## config.mk

```make
export PLATFORM = sky130hd
export DESIGN_NAME = dmem_arbiter_flat
export DESIGN_NICKNAME = d
export VERILOG_FILES = /design/src/rtl/dmem_arbiter_if.sv /design/src/rtl/dmem_arbiter.sv /design/src/flat_wrapper.sv
export SDC_FILE = /design/constraint.sdc
export NUM_CORES = 1
export LEC_CHECK = 0
export ABC_CLOCK_PERIOD_IN_PS = 5000
export CORE_AREA = 3 3 104 106
export CTS_CLUSTER_DIAMETER = 60
export DETAILED_ROUTE_END_ITERATION = 12
export DIE_AREA = 0 0 107 109
export GPL_TIMING_DRIVEN = 0
export PLACE_DENSITY = 0.67
export SYNTH_ARGS = -nofsm -noshare
export SYNTH_HDL_FRONTEND = slang
export SYNTH_SLANG_ARGS = --single-unit
export TNS_END_PERCENT = 30
```

## constraint.sdc

```tcl
create_clock -name clk -period 5 [get_ports clk]
set_input_delay 1 -clock clk [delete_from_list [all_inputs] [get_ports clk]]
set_output_delay 1 -clock clk [all_outputs]
set_load 0.02 [all_outputs]
```

## src/rtl/dmem_arbiter_if.sv

```systemverilog
// Bundle of requester A/B handshake signals and the single-port data memory bus
// shared between the arbiter (slave) and its environment (master).
interface dmem_arbiter_if #(
  parameter int ADDR_W = 32,
  parameter int DATA_W = 32
);
  logic              a_req;
  logic              b_req;
  logic              a_we;
  logic              b_we;
  logic              a_lock;
  logic              b_lock;
  logic [ADDR_W-1:0] a_addr;
  logic [ADDR_W-1:0] b_addr;
  logic [DATA_W-1:0] a_wdata;
  logic [DATA_W-1:0] b_wdata;
  logic              a_gnt;
  logic              b_gnt;
  logic              a_rsp_valid;
  logic              b_rsp_valid;
  logic [DATA_W-1:0] rsp_rdata;
  logic [ADDR_W-1:0] mem_addr;
  logic [DATA_W-1:0] mem_wdata;
  logic              mem_we;
  logic [DATA_W-1:0] mem_rdata;

  modport slave (
    input  a_req, b_req, a_we, b_we, a_lock, b_lock,
    input  a_addr, b_addr, a_wdata, b_wdata, mem_rdata,
    output a_gnt, b_gnt, a_rsp_valid, b_rsp_valid, rsp_rdata,
    output mem_addr, mem_wdata, mem_we
  );

  modport master (
    output a_req, b_req, a_we, b_we, a_lock, b_lock,
    output a_addr, b_addr, a_wdata, b_wdata, mem_rdata,
    input  a_gnt, b_gnt, a_rsp_valid, b_rsp_valid, rsp_rdata,
    input  mem_addr, mem_wdata, mem_we
  );
endinterface

```

## src/rtl/dmem_arbiter.sv

```systemverilog
// Two-port round-robin arbiter with exclusive lock in front of a single-port
// synchronous data memory; responses follow grants by exactly one cycle.
module dmem_arbiter #(
  parameter int ADDR_W = 32,
  parameter int DATA_W = 32
) (
  input  logic           clk,
  input  logic           reset_x,
  dmem_arbiter_if.slave  bus
);

  typedef enum logic [1:0] {
    IDLE   = 2'd0,
    LOCK_A = 2'd1,
    LOCK_B = 2'd2
  } state_t;

  state_t            state_q, state_d;
  logic              last_gnt_q, last_gnt_d;  // 0 = A, 1 = B
  logic              a_rsp_valid_q, a_rsp_valid_d;
  logic              b_rsp_valid_q, b_rsp_valid_d;
  logic              a_gnt, b_gnt;
  logic [ADDR_W-1:0] mem_addr_d;
  logic [DATA_W-1:0] mem_wdata_d;
  logic              mem_we_d;

  always_comb begin
    a_gnt       = 1'b0;
    b_gnt       = 1'b0;
    state_d     = state_q;
    last_gnt_d  = last_gnt_q;
    mem_addr_d  = '0;
    mem_wdata_d = '0;
    mem_we_d    = 1'b0;

    // Grants are forced low while reset is held, independent of the async flops.
    if (!reset_x) begin
      unique case (state_q)
        IDLE: begin
          if (bus.a_req && bus.b_req) begin
            a_gnt = last_gnt_q;
            b_gnt = !last_gnt_q;
          end else begin
            a_gnt = bus.a_req;
            b_gnt = bus.b_req;
          end
        end
        LOCK_A:  a_gnt = bus.a_req;
        LOCK_B:  b_gnt = bus.b_req;
        default: state_d = IDLE;
      endcase
    end

    if (a_gnt) begin
      state_d     = bus.a_lock ? LOCK_A : IDLE;
      last_gnt_d  = 1'b0;
      mem_addr_d  = bus.a_addr;
      mem_wdata_d = bus.a_wdata;
      mem_we_d    = bus.a_we;
    end else if (b_gnt) begin
      state_d     = bus.b_lock ? LOCK_B : IDLE;
      last_gnt_d  = 1'b1;
      mem_addr_d  = bus.b_addr;
      mem_wdata_d = bus.b_wdata;
      mem_we_d    = bus.b_we;
    end

    a_rsp_valid_d = a_gnt;
    b_rsp_valid_d = b_gnt;
  end

  always_ff @(posedge clk or posedge reset_x) begin
    if (reset_x) begin
      state_q       <= IDLE;
      last_gnt_q    <= 1'b1;
      a_rsp_valid_q <= 1'b0;
      b_rsp_valid_q <= 1'b0;
    end else begin
      state_q       <= state_d;
      last_gnt_q    <= last_gnt_d;
      a_rsp_valid_q <= a_rsp_valid_d;
      b_rsp_valid_q <= b_rsp_valid_d;
    end
  end

  assign bus.a_gnt       = a_gnt;
  assign bus.b_gnt       = b_gnt;
  assign bus.a_rsp_valid = a_rsp_valid_q;
  assign bus.b_rsp_valid = b_rsp_valid_q;
  assign bus.rsp_rdata   = bus.mem_rdata;
  assign bus.mem_addr    = mem_addr_d;
  assign bus.mem_wdata   = mem_wdata_d;
  assign bus.mem_we      = mem_we_d;

endmodule

```

## src/flat_wrapper.sv

```systemverilog
// flat-port wrapper written by rule: the top's interface ports become plain ports
module dmem_arbiter_flat 
#(
  parameter int ADDR_W = 32,
  parameter int DATA_W = 32
)
  (clk, reset_x, bus_a_req, bus_b_req, bus_a_we, bus_b_we, bus_a_lock, bus_b_lock, bus_a_addr, bus_b_addr, bus_a_wdata, bus_b_wdata, bus_mem_rdata, bus_a_gnt, bus_b_gnt, bus_a_rsp_valid, bus_b_rsp_valid, bus_rsp_rdata, bus_mem_addr, bus_mem_wdata, bus_mem_we);
  dmem_arbiter_if #(.ADDR_W(ADDR_W), .DATA_W(DATA_W)) bus_i ();
  input  logic clk;
  input  logic reset_x;
  input wire logic [$bits(bus_i.a_req)-1:0] bus_a_req;
  input wire logic [$bits(bus_i.b_req)-1:0] bus_b_req;
  input wire logic [$bits(bus_i.a_we)-1:0] bus_a_we;
  input wire logic [$bits(bus_i.b_we)-1:0] bus_b_we;
  input wire logic [$bits(bus_i.a_lock)-1:0] bus_a_lock;
  input wire logic [$bits(bus_i.b_lock)-1:0] bus_b_lock;
  input wire logic [$bits(bus_i.a_addr)-1:0] bus_a_addr;
  input wire logic [$bits(bus_i.b_addr)-1:0] bus_b_addr;
  input wire logic [$bits(bus_i.a_wdata)-1:0] bus_a_wdata;
  input wire logic [$bits(bus_i.b_wdata)-1:0] bus_b_wdata;
  input wire logic [$bits(bus_i.mem_rdata)-1:0] bus_mem_rdata;
  output wire logic [$bits(bus_i.a_gnt)-1:0] bus_a_gnt;
  output wire logic [$bits(bus_i.b_gnt)-1:0] bus_b_gnt;
  output wire logic [$bits(bus_i.a_rsp_valid)-1:0] bus_a_rsp_valid;
  output wire logic [$bits(bus_i.b_rsp_valid)-1:0] bus_b_rsp_valid;
  output wire logic [$bits(bus_i.rsp_rdata)-1:0] bus_rsp_rdata;
  output wire logic [$bits(bus_i.mem_addr)-1:0] bus_mem_addr;
  output wire logic [$bits(bus_i.mem_wdata)-1:0] bus_mem_wdata;
  output wire logic [$bits(bus_i.mem_we)-1:0] bus_mem_we;
  assign bus_i.a_req = bus_a_req;
  assign bus_i.b_req = bus_b_req;
  assign bus_i.a_we = bus_a_we;
  assign bus_i.b_we = bus_b_we;
  assign bus_i.a_lock = bus_a_lock;
  assign bus_i.b_lock = bus_b_lock;
  assign bus_i.a_addr = bus_a_addr;
  assign bus_i.b_addr = bus_b_addr;
  assign bus_i.a_wdata = bus_a_wdata;
  assign bus_i.b_wdata = bus_b_wdata;
  assign bus_i.mem_rdata = bus_mem_rdata;
  assign bus_a_gnt = bus_i.a_gnt;
  assign bus_b_gnt = bus_i.b_gnt;
  assign bus_a_rsp_valid = bus_i.a_rsp_valid;
  assign bus_b_rsp_valid = bus_i.b_rsp_valid;
  assign bus_rsp_rdata = bus_i.rsp_rdata;
  assign bus_mem_addr = bus_i.mem_addr;
  assign bus_mem_wdata = bus_i.mem_wdata;
  assign bus_mem_we = bus_i.mem_we;
  dmem_arbiter #(.ADDR_W(ADDR_W), .DATA_W(DATA_W)) u_core (.clk(clk), .reset_x(reset_x), .bus(bus_i));
endmodule
```

# --- Word-level counts from Yosys, hierarchy flattened ---
# Cells that the tools add are included.
classes:
  eq_ne: 4
  mux: 20
  n_reduce_logical: 6
op_table:
  columns: ["operator", "count"]
  rows:
  - ["two-way mux 32 bit", 4]
  - ["two-way mux 2 bit", 5]
  - ["two-way mux 1 bit", 9]
  - ["inequality test 3 x 1 -> 1 bit (second input constant)", 2]
  - ["case mux 1 bit (2 select lines)", 2]
  - ["OR reduction 3 bit", 1]
  - ["equality test 2 x 1 -> 1 bit (second input constant)", 1]
  - ["equality test 2 bit (second input constant)", 1]
  - ["logical NOT 2 bit", 1]
  - ["AND reduction 2 bit", 1]
  - ["nonzero test 2 bit", 1]
  - ["logical AND 1 bit", 1]
  - ["logical NOT 1 bit", 1]
totals:
  register_bits: 5
  input_bits: 168

# --- Longest topological paths before layout ---
depth:
  depth_word: 6
  mapped_depth: 5
  depth_no_buf: 3

# --- Worst setup path after synthesis ---
# No wires, ideal clock.
synth_path:
  path_kind: "input port to output port"
  startpoint: "in reset_x"
  endpoint: "out bus_mem_addr[24]"
  arrival_ns: 2.005
  required_time_ns: 4.000
  path_slack_ns: 1.995
  stages: 4
  n_path_buf: 1
  cell_sequence: "inv_1 -> o2111a_1 -> clkbuf_1 -> a22o_1"
synth_between:
  elab_chain_len: 3
synth_lines:
  columns: ["element", "line_no", "source"]
  rows:
  - ["start, declared", "flat_wrapper.sv:10", "input logic reset_x;"]
  - ["two-way mux 1 bit", "dmem_arbiter.sv:37", "if (!reset_x) begin"]
  - ["two-way mux 32 bit", "dmem_arbiter.sv:60", "end else if (b_gnt) begin"]
  - ["two-way mux 32 bit *", "dmem_arbiter.sv:54", "if (a_gnt) begin"]
  - ["end, declared", "flat_wrapper.sv:27", "output wire logic [$bits(bus_i.mem_addr)-1:0] bus_mem_addr;"]
# Mark *: on every way between the ends. The rest lies on a longest branch, timed or not.

# --- Worst setup path after layout ---
layout_path:
  startpoint: "in reset_x"
  endpoint: "out bus_mem_addr[26]"
# The elaborated chain is that of the path after synthesis.

==> impl_metrics.env <==
export IMPL_r2r_slack_ns=3.57
export IMPL_viasPerCell=3.97
export IMPL_yosysUniqueCellTypes=15
export IMPL_startpoint="reset_x"
export IMPL_clkTransAtPathRegs_ns=0.03
export IMPL_cts_max_level=1
export IMPL_dieArea_sq_um=11700
export IMPL_synth_most_common_cell="a22o_1"
export IMPL_busiest_layer="met2"
export IMPL_min_from="u_core.state_q[0]"
export IMPL_startpoint_type="input port"
export IMPL_setup_viol=0
export IMPL_die_h_um=109
export IMPL_first_global_vias=2033
export IMPL_grtUsageMet3_pct=4.91
export IMPL_synth_edf_count=0
export IMPL_grt_first_pass_wirelength_mm=10.7
export IMPL_tritoncts="built"
export IMPL_diodes=0
export IMPL_rsz0062_at_grt="false"
export IMPL_r2r_cells=4
export IMPL_wire_per_inst_um=15.4
export IMPL_drcViolationCount=0
export IMPL_fmax_ghz=0.232
export IMPL_worst_pin_slew_ns=0.436
export IMPL_hpwl_mm=6.96
export IMPL_synth_cells=127
export IMPL_arrival_ns=3.30
export IMPL_syn_cell_area_sq_um=1120
export IMPL_grt_max_degree=12
export IMPL_synthArstFlopShare_pct=100
export IMPL_post_cts_repair_setup_buffers=0
export IMPL_finalCriticalPeriod_ns=4.30
export IMPL_drive_above_1_share_pct=14.4
export IMPL_vias=1987
export IMPL_area_growth_pct=230
export IMPL_hold_depth=1
export IMPL_layout_nets=536
export IMPL_port_buffers=236
export IMPL_clock_path_buffers=2
export IMPL_slew_headroom_pct=71.0
export IMPL_grt_util_met2_pct=22.7
export IMPL_power_density_nw_per_um2=174
export IMPL_seq_area_frac_synth_pct=11.3
export IMPL_maxCapViolations=0
export IMPL_hold_viol_final=0
export IMPL_io_pins=269
export IMPL_ys_top_cells_by_count="a22o_1, buf_4, buf_2"
export IMPL_cts_buffers=3
export IMPL_yosysTopAreaCell="a22o_1"
export IMPL_synthTopCellsByArea="a22o_1, buf_4, dfrtp_1"
export IMPL_core_sq_um=9860
export IMPL_yosysWarningCount=0
export IMPL_setup_tns_ns=0
export IMPL_antenna_found_initial=0
export IMPL_cts_sinks=5
export IMPL_routed_wl_mm=7.69
export IMPL_grtUsageTotal_pct=11.4
export IMPL_overflow=0
export IMPL_clk_latency_ns=0.22
export IMPL_clock_root_buffer="clkbuf_8"
export IMPL_endpoint_kind="output port"
export IMPL_r2r_start="u_core.state_q[0]"
export IMPL_outcome="completed"
export IMPL_final_setup_skew_ns=0.000564
export IMPL_ys_flop_type="dfrtp_1"
export IMPL_ant_nets=0
export IMPL_detail_route_first_pass_iterations=4
export IMPL_period_share_pct=86.1
export IMPL_ctsHoldBuffers=0
export IMPL_p_leak_nw=1.47
export IMPL_place_congestion=0.780
export IMPL_fp_dieW_um=107
export IMPL_avgSynthCellArea_sq_um=8.81
export IMPL_pre_cts_ws_ns=0.643
export IMPL_start_util_pct=11.3
export IMPL_setup_slack_ns=0.696
export IMPL_critical_path_class="input port to output port"
export IMPL_holdCritPathClass="register to register"
export IMPL_synth_seq_cells=5
export IMPL_drt_iter0_markers=72
export IMPL_synth_net_count=295
export IMPL_cts_resized=0
export IMPL_rows=36
export IMPL_cp_max_fo=10
export IMPL_use_met1_pct=11.7
export IMPL_crit_required_ns=4.00
export IMPL_netlist_area_leader_share_pct=52.5
export IMPL_slew_viol_final=0
export IMPL_ir_drop_mv=0.0894
==> logic make-up (layout without fill, tap and decap cells) <==
logic type	count (synthesis)	count (layout)	synth area share, %
AOI/OAI and AO/OA	72	72	56.6
DFF	5	5	11.3
buffers and inverters	48	288	30.5
and+or+nand+nor	2	2	1.57
==> cell type report <==
type                       instances  area, sq um
buffer                            46          334
timing repair buffer             236         2360
multi-input combinational         74          651
inverter                           2         7.51
tap                              133          166
clock buffer                       4         45.0
fill                             996         6170
sequential                         5          126
==> path summary, 6_finish.rpt <==
kind | to
worst min register to register | u_core.state_q[0]
worst max-delay path | bus_mem_addr[26]
worst max register to register | u_core.state_q[0]
max in group asynchronous | u_core.last_gnt_q
min in group asynchronous | u_core.state_q[0]
worst min-delay path | u_core.state_q[0]
==> registers in the layout, indices dropped and copies added (netlist names) <==
name / cells
u_core.bus.a_rsp_valid: 1
u_core.bus.b_rsp_valid: 1
u_core.last_gnt_q: 1
u_core.state_q: 2
==> worst max-delay path: stages <==
cell	delay (ns)
clkdlybuf4s50_1	0.45
inv_1	0.23
o2111a_1	0.37
clkbuf_1	0.39
a22o_1	0.22
clkdlybuf4s50_1	0.63
==> per-stage QoR <==
| step | hold WS [ns] | area [sq um] | instances | util [%] | total power, W |
|---|---|---|---|---|---|
| after floorplan | 0.483 | 1120 | 127 | - | 0.000289 |
| after global placement | 0.500 | 3650 | 496 | 37.0 | 0.000570 |
| after detailed placement | 0.514 | 3650 | 496 | 37.0 | 0.000575 |
| after CTS | 0.519 | 3690 | 500 | 37.4 | 0.000651 |
| after global routing | 0.548 | 3690 | 500 | 37.4 | 0.000680 |
| final | 0.515 | 3690 | 500 | 37.4 | 0.000642 |
==> cell usage in the layout (no fill, tap or decap), drive strengths merged <==
cell type	n
inv	2
o2111a	1
dfstp	1
clkdlybuf4s50	236
buf	45
o21ba	1
nand2b	1
clkbuf	5
nor2	1
dfrtp	4
a311oi	1
o21ai	2
a22o	67
==> where the power goes <==
| group | internal [W] | switching, W |
|---|---|---|
| logic | 0.000299 | 0.000215 |
| clock network | 0.0000545 | 0.0000179 |
| registers | 0.0000501 | 0.00000537 |
==> routing by layer <==
metal | vias up | part of all wire, %
li1 | 955 | -
met1 | 894 | 33
met2 | 138 | 54
met3 | 0 | 13
met4 | 0 | 0
met5 | - | 0
(Power assumes the default switching activity.)
